===== src/rtl/mem_port_arbiter_pkg.sv =====
// Shared types for the memory-port arbiter: FSM states, owner encoding and
// the request record that carries either a fetch or a data access to the bus.
package mem_port_arbiter_pkg;

   // Widest address/data the request record can carry; the arbiter's
   // ADDR_W/DATA_W parameters must not exceed these.
   localparam int PKG_ADDR_W = 32;
   localparam int PKG_DATA_W = 32;
   localparam int PKG_BE_W   = PKG_DATA_W / 8;

   typedef enum logic [1:0] {
      IDLE  = 2'd0,
      ISSUE = 2'd1,
      WAIT  = 2'd2
   } arb_state_e;

   typedef enum logic {
      OWN_IF   = 1'b0,
      OWN_DATA = 1'b1
   } arb_owner_e;

   typedef struct packed {
      logic                  we;
      logic [PKG_BE_W-1:0]   be;
      logic [PKG_ADDR_W-1:0] addr;
      logic [PKG_DATA_W-1:0] wdata;
   } mem_req_t;

   // A fetch is always a full-width read.
   function automatic mem_req_t fetch_req(input logic [PKG_ADDR_W-1:0] addr);
      mem_req_t req;
      req       = '0;
      req.be    = '1;
      req.addr  = addr;
      return req;
   endfunction

endpackage


===== src/rtl/mem_port_arbiter_starve_ctr.sv =====
// Saturating counter of consecutive data grants made while a fetch waits.
// Clear wins over increment; at_limit tells the arbiter to favour fetch.
module arb_starve_ctr #(
   parameter int LIMIT = 4
) (
   input  logic clk_i,
   input  logic rst_i,
   input  logic inc_i,
   input  logic clr_i,
   output logic at_limit_o
);

   localparam int CW = (LIMIT < 1) ? 1 : $clog2(LIMIT + 1);
   localparam logic [CW-1:0] LIM = CW'(LIMIT);

   logic [CW-1:0] r_cnt;

   // Count data grants that bypass a waiting fetch, saturating at LIMIT.
   always_ff @(posedge clk_i) begin
      if (rst_i || clr_i) begin
         r_cnt <= '0;
      end else if (inc_i && (r_cnt != LIM)) begin
         r_cnt <= r_cnt + CW'(1);
      end
   end

   assign at_limit_o = (r_cnt == LIM);

endmodule


===== src/rtl/mem_port_arbiter.sv =====
// Shares one memory bus port between instruction fetch and data access.
// One transaction in flight; data has priority, but a fetch waiting behind
// STARVE_LIMIT consecutive data grants is served next. Fetches killed by a
// flush still drain their bus response, which is then dropped.
module mem_port_arbiter #(
   parameter int ADDR_W       = 32,
   parameter int DATA_W       = 32,
   parameter int STARVE_LIMIT = 4
) (
   input  logic                clk_i,
   input  logic                rst_i,
   input  logic                if_req_i,
   input  logic [ADDR_W-1:0]   if_addr_i,
   output logic [DATA_W-1:0]   if_rdata_o,
   output logic                if_rvalid_o,
   output logic                if_stall_o,
   input  logic                flush_i,
   input  logic                d_req_i,
   input  logic                d_we_i,
   input  logic [DATA_W/8-1:0] d_be_i,
   input  logic [ADDR_W-1:0]   d_addr_i,
   input  logic [DATA_W-1:0]   d_wdata_i,
   output logic [DATA_W-1:0]   d_rdata_o,
   output logic                d_rvalid_o,
   output logic                d_stall_o,
   output logic                bus_req_o,
   output logic                bus_we_o,
   output logic [DATA_W/8-1:0] bus_be_o,
   output logic [ADDR_W-1:0]   bus_addr_o,
   output logic [DATA_W-1:0]   bus_wdata_o,
   input  logic                bus_gnt_i,
   input  logic                bus_rvalid_i,
   input  logic [DATA_W-1:0]   bus_rdata_i
);

   import mem_port_arbiter_pkg::*;

   localparam int BE_W = DATA_W / 8;

   arb_state_e r_state;
   arb_state_e w_state_next;
   arb_owner_e r_owner;
   arb_owner_e w_grant_owner;
   mem_req_t   r_req;
   mem_req_t   w_req_sel;
   logic       r_bus_req;
   logic       r_kill;
   logic       w_grant;
   logic       w_if_cand;
   logic       w_at_limit;
   logic       w_starve_inc;
   logic       w_starve_clr;
   logic       w_resp;
   logic       w_if_rvalid;
   logic       w_d_rvalid;

   // Choose the next owner in IDLE; a fetch flushed in the same cycle is not a candidate.
   always_comb begin
      w_if_cand     = if_req_i & ~flush_i;
      w_grant       = 1'b0;
      w_grant_owner = OWN_IF;
      if (r_state == IDLE) begin
         if (d_req_i && !(w_if_cand && w_at_limit)) begin
            w_grant       = 1'b1;
            w_grant_owner = OWN_DATA;
         end else if (w_if_cand) begin
            w_grant       = 1'b1;
            w_grant_owner = OWN_IF;
         end
      end
   end

   // Mux the winning requester's fields into one request record.
   always_comb begin
      w_req_sel = '0;
      if (w_grant_owner == OWN_DATA) begin
         w_req_sel.we    = d_we_i;
         w_req_sel.be    = PKG_BE_W'(d_be_i);
         w_req_sel.addr  = PKG_ADDR_W'(d_addr_i);
         w_req_sel.wdata = PKG_DATA_W'(d_wdata_i);
      end else begin
         w_req_sel = fetch_req(PKG_ADDR_W'(if_addr_i));
      end
   end

   assign w_starve_inc = w_grant & (w_grant_owner == OWN_DATA) & if_req_i;
   assign w_starve_clr = (w_grant & (w_grant_owner == OWN_IF)) | ~if_req_i;

   arb_starve_ctr #(
      .LIMIT      (STARVE_LIMIT)
   ) u_starve_ctr (
      .clk_i      (clk_i),
      .rst_i      (rst_i),
      .inc_i      (w_starve_inc),
      .clr_i      (w_starve_clr),
      .at_limit_o (w_at_limit)
   );

   // FSM state register.
   always_ff @(posedge clk_i) begin
      if (rst_i) begin
         r_state <= IDLE;
      end else begin
         r_state <= w_state_next;
      end
   end

   // FSM next-state: issue on grant, wait for bus accept, then for the response.
   always_comb begin
      w_state_next = r_state;
      case (r_state)
         IDLE:    if (w_grant)      w_state_next = ISSUE;
         ISSUE:   if (bus_gnt_i)    w_state_next = WAIT;
         WAIT:    if (bus_rvalid_i) w_state_next = IDLE;
         default:                   w_state_next = IDLE;
      endcase
   end

   // Latch owner and request fields on grant; hold bus_req until the bus accepts.
   always_ff @(posedge clk_i) begin
      if (rst_i) begin
         r_owner   <= OWN_IF;
         r_req     <= '0;
         r_bus_req <= 1'b0;
      end else if (w_grant) begin
         r_owner   <= w_grant_owner;
         r_req     <= w_req_sel;
         r_bus_req <= 1'b1;
      end else if ((r_state == ISSUE) && bus_gnt_i) begin
         r_bus_req <= 1'b0;
      end
   end

   // Remember a flush that hit an in-flight fetch so its response is dropped.
   always_ff @(posedge clk_i) begin
      if (rst_i || (r_state == IDLE)) begin
         r_kill <= 1'b0;
      end else if (flush_i && (r_owner == OWN_IF)) begin
         r_kill <= 1'b1;
      end
   end

   // FSM outputs: route the bus response to its owner and derive the stalls.
   always_comb begin
      w_resp      = (r_state == WAIT) & bus_rvalid_i;
      w_if_rvalid = w_resp & (r_owner == OWN_IF) & ~r_kill & ~flush_i;
      w_d_rvalid  = w_resp & (r_owner == OWN_DATA);
      if_rvalid_o = w_if_rvalid;
      d_rvalid_o  = w_d_rvalid;
      if_rdata_o  = w_if_rvalid ? bus_rdata_i : '0;
      d_rdata_o   = w_d_rvalid ? bus_rdata_i : '0;
      if_stall_o  = if_req_i & ~w_if_rvalid;
      d_stall_o   = d_req_i & ~w_d_rvalid;
   end

   assign bus_req_o   = r_bus_req;
   assign bus_we_o    = r_req.we;
   assign bus_be_o    = r_req.be[BE_W-1:0];
   assign bus_addr_o  = r_req.addr[ADDR_W-1:0];
   assign bus_wdata_o = r_req.wdata[DATA_W-1:0];

endmodule


===== config.mk =====
export PLATFORM = sky130hd
export DESIGN_NAME = mem_port_arbiter
export DESIGN_NICKNAME = d
export VERILOG_FILES = /design/src/rtl/mem_port_arbiter_pkg.sv /design/src/rtl/mem_port_arbiter_starve_ctr.sv /design/src/rtl/mem_port_arbiter.sv
export SDC_FILE = /design/constraint.sdc
export NUM_CORES = 1
export LEC_CHECK = 0
export CAP_MARGIN = 10
export CORE_AREA = 2 2 109 111
export DETAILED_ROUTE_END_ITERATION = 10
export DIE_AREA = 0 0 111 113
export PLACE_DENSITY = 0.77
export SLEW_MARGIN = 20
export SYNTH_ARGS = -nofsm -noshare
export SYNTH_HDL_FRONTEND = slang
export SYNTH_HIERARCHICAL = 1
export SYNTH_SLANG_ARGS = --single-unit

===== constraint.sdc =====
create_clock -name clk_i -period 6.3 [get_ports clk_i]
set_input_delay 1.26 -clock clk_i [delete_from_list [all_inputs] [get_ports clk_i]]
set_output_delay 1.26 -clock clk_i [all_outputs]
set_load 0.03 [all_outputs]

==> results by stage <==
Run status:
- The run finished with clean final reports.

Clock tree:
- The count of H-tree levels built during CTS is 3.
- The number of buffers added by the clock tree synthesis step is 9.
- The total of cells resized after clock tree synthesis is 0.
- TritonCTS built the clock tree.
- The clock insertion delay at the later pin of the skew report is 0.33 ns.
- The number of sinks on the clock net is slightly below 80.
- Counting along the longest clock path gives a buffer depth of 2.
- Once the clock tree was built, the setup fixing pass inserted 0 buffers.
- After clock tree synthesis, the flow added hold-fix buffers numbering 0.
- The buffer cell driving the clock tree root is clkbuf_16.
- Clock-pin slew was measured on the worst setup and hold paths at roughly 0.060 ns.

Layout:
- The post-route netlist has under 10% of its cells at a drive strength greater than 1.
- Across the whole layout, storage elements account for between 1500 and 2000 sq um.
- The layout overhead on the synthesized area is 87.6%.
- Summing all multi-input logic gate instances after layout gives 1930 sq um.
- After routing the design area is 6820 sq um.
- The final non-filler cell total is 842.
- Fill cells in the final layout number roughly 980.
- At the end of the flow, the number of nets in the layout was about 840.

Die:
- The core box area is around 11000 sq um.
- The die is roughly 110 microns tall.
- The effective utilization at floorplan is 32.3%.
- The number of cell rows is 39.
- The die extent in x is about 110 microns.
- The total I/O pin count is roughly 280.
- The die area is approximately 13000 sq um.

Synth:
- Synthesis inferred 77 register bits.
- The most used flip-flop cell after synthesis is dfxtp_1.
- For this run, asynchronously set or reset flops after synthesis account for 0%.
- By area the synthesized netlist is led by dfxtp_1 (42%), and2_1 (11%), nor2_1 (7.5%), a22oi_1 (6.8%), nand3b_1 (6.6%).
- The share of Yosys cell area claimed by the top area cell type is roughly 42%.
- After synthesis, flip-flops and latches occupy between 40% and 50% of the total area.
- The gate count of the mapped netlist is approximately 440.
- The warning count from the yosys run is 6.
- The cell type with the highest aggregate area in the netlist is dfxtp_1.
- In this run, synthesis inferred 0 flip-flops with an integrated enable.
- The total nets after synthesis is 578.
- The unique cell type count in the Yosys netlist is 31.
- In this run the cell area of the synthesized design comes to 3640 sq um.
- The synthesized area per cell is approximately 8.3 sq um.

Power and ir drop:
- For this design the total switching power over the nets is 429 uW.
- The share of total power dissipated in combinational logic is 26.2%.
- In this run switching power makes up 28.8% of total power.
- The design draws 1.49 mW.
- The analysis attributes to cell leakage a power of between 2 and 3 nW.
- The internal portion of the total power is around 1.1 mW.
- Sequential cells account for a little under two fifths of the total power.
- The worst-case IR drop observed on VDD is around 0.13 mV.
- The power density of the placed cells is approximately 220 nW/um^2.
- The clock network accounts for between 30% and 40% of the total power.

Placement:
- The detailed-placement wirelength estimate is 10700 microns.
- The number of input and output port buffers inserted is around 280.
- The final weighted congestion in routability-driven placement is about 0.9.
- The placed instances occupy a cell area of 6490 sq um.
- Once placement completed, the tool counted placed cells totaling 824.

STA:
- For this run, the top clock speed supported by timing is 211 MHz.
- Setup repair after global routing left no endpoint under its margin.
- The total count of max-transition violations in the final report came to 0.
- In this run the tightest slew margin relative to its limit is 38.1%.
- The post-route worst hold slack is approximately 0.48 ns.
- The final worst-path cycle share is between 70% and 80%.
- For the pin with the worst max-slew slack, the measured transition is about 0.93 ns.
- After routing, the total negative slack on setup checks comes to 0 ns.
- Between clock sinks in the finished design, the worst skew comes to between 0.008 and 0.009 ns.
- The final count of hold timing violations is 0.
- The routed design could run at a clock period as short as approximately 4.7 ns.
- The final number of setup-violating endpoints is 0.

Global routing:
- The via count of the first global-routing pass came to about 4100.
- The pin count of the biggest net entering global routing is a little over 100.
- The sum of overflow across all layers after global routing is 0.
- The wire length of the first global-routing pass is between 20000 and 25000 microns.
- In the global route stage, overall resource usage came out at between 20 and 25%.
- The number of antenna violations at the first check in global routing is 1.

Route:
- The first detailed-routing pass took 4 iterations.
- The count of antenna-violating nets left after detailed routing is 0.
- The final wirelength is between 10000 and 15000 microns.
- The average via count per standard cell is 4.92.
- After detailed routing, the number of remaining DRC violations is 0.
- The overall via count from detail_route is slightly above 4000.
- The routed wire length per instance is approximately 17 microns.
- After the first detailed-routing iteration, the DRC count stood at about 210.

Critical path:
- The biggest fanout along the worst timing path is 22.
- The element type at the critical path end is a primary output.
- The worst setup path is launched from an input port.
- Data on the critical path is required at its endpoint by 5.04 ns.
- At the worst endpoint, the arrival time is ~3.5 ns.
- The critical path class is in -> out.

Min path:
- The worst min-delay path class is reg -> reg.

Run:
- The total of max-cap violations is 0.
cells in the mapped netlist (all sizes together) (3+ instances only):
| library cell | count |
|---|---|
| dfxtp | 77 |
| nor2 | 73 |
| and2 | 66 |
| a21oi | 38 |
| a22oi | 33 |
| nand3b | 32 |
| o31ai | 32 |
| clkbuf | 26 |
| buf | 13 |
| nand2 | 9 |
| inv | 6 |
| nor2b | 4 |
| a31oi | 3 |
| nor3 | 3 |
| nor3b | 3 |
kinds of logic after synthesis:
| logic type | share of synthesized area, % |
|---|---|
| multiplexers | 0.619 |
| AO/OA/AOI/OAI | 21.3 |
| buffers and inverters | 5.19 |
| adder cells (fa/ha/maj) | 0.688 |
| flip-flops | 42.4 |
| AND/OR/NAND/NOR | 29.8 |
critical path, stage by stage:
cell and delay [ns]:
clkdlybuf4s50_1 0.52, nor4_4 0.55, buf_4 0.31, and2_1 0.16
clkdlybuf4s50_1 0.67
flip-flops by register name, summed over array words and instances, names as in the netlist:
name,flops
bus_addr_o,32
bus_be_o,4
bus_req_o,1
bus_wdata_o,32
bus_we_o,1
r_kill,1
r_owner,1
r_state,2
u_starve_ctr/r_cnt,3
final timing paths:
path	startpoint	end	slack [ns]	depth (start not counted)
worst max-delay path	flush_i	if_rdata_o[6]	1.56	5
worst min-delay path	bus_be_o[2]	bus_be_o[2]	0.48	2
worst max register to register	u_starve_ctr/r_cnt[0]	u_starve_ctr/r_cnt[0]	3.93	8
worst min register to register	bus_be_o[2]	bus_be_o[2]	0.48	2
placed cells by master, fill, tap and decap left out, types with 2 or more instances in the layout:
cell	synthesis	routed
a22oi_1	33	33
ha_1	2	2
nand2b_1	2	2
buf_4	2	8
nor2b_1	3	3
a31oi_1	3	3
inv_1	6	6
nor3b_1	3	3
mux2_1	2	2
nand2_1	9	9
dfxtp_1	77	77
nor3_1	3	3
and2_1	66	66
o31ai_1	32	32
clkinvlp_4	0	2
nand3b_1	32	32
nor2_1	73	73
bufinv_16	0	2
clkdlybuf4s50_1	0	276
clkbuf_16	0	9
a21boi_2	2	2
a21oi_1	38	38
metal layers:
layer | share of wire (%) | GRT usage, % | up-vias
li1 | - | - | 2025
met3 | 7.7 | 6.16 | 20
met5 | 0 | 0 | -
met2 | 54 | 41.3 | 190
met1 | 36 | 21.7 | 1904
met4 | 2.4 | 8.17 | 0
layout make-up:
type	count	share of cell area, %
Timing Repair Buffer	285	41.4
Multi-Input combinational cell	314	28.2
Sequential cell	77	22.6
Clock buffer	9	3.30
Tap cell	143	2.62
Clock inverter	7	1.43
Inverter	6	0.330
Antenna cell	1	0.0367
power by group through the flow:
stage	sequential (mW)	combinational, mW	clock [mW]
2_1_floorplan	0.625	0.123	0
3_3_place_gp	0.555	0.387	0
3_5_place_dp	0.557	0.392	0
4_1_cts	0.547	0.394	0.564
5_1_grt	0.551	0.416	0.588
6_report	0.547	0.390	0.553
per-stage QoR:
step | setup WS (ns) | util [%]
after floorplan | 2.58 | -
after global placement | 1.48 | 57.6
after detailed placement | 1.30 | 57.6
after CTS | 1.30 | 60.4
after global routing | 1.46 | 60.5
final | 1.56 | 60.5
Note: power is estimated with default switching activity, not from simulation.
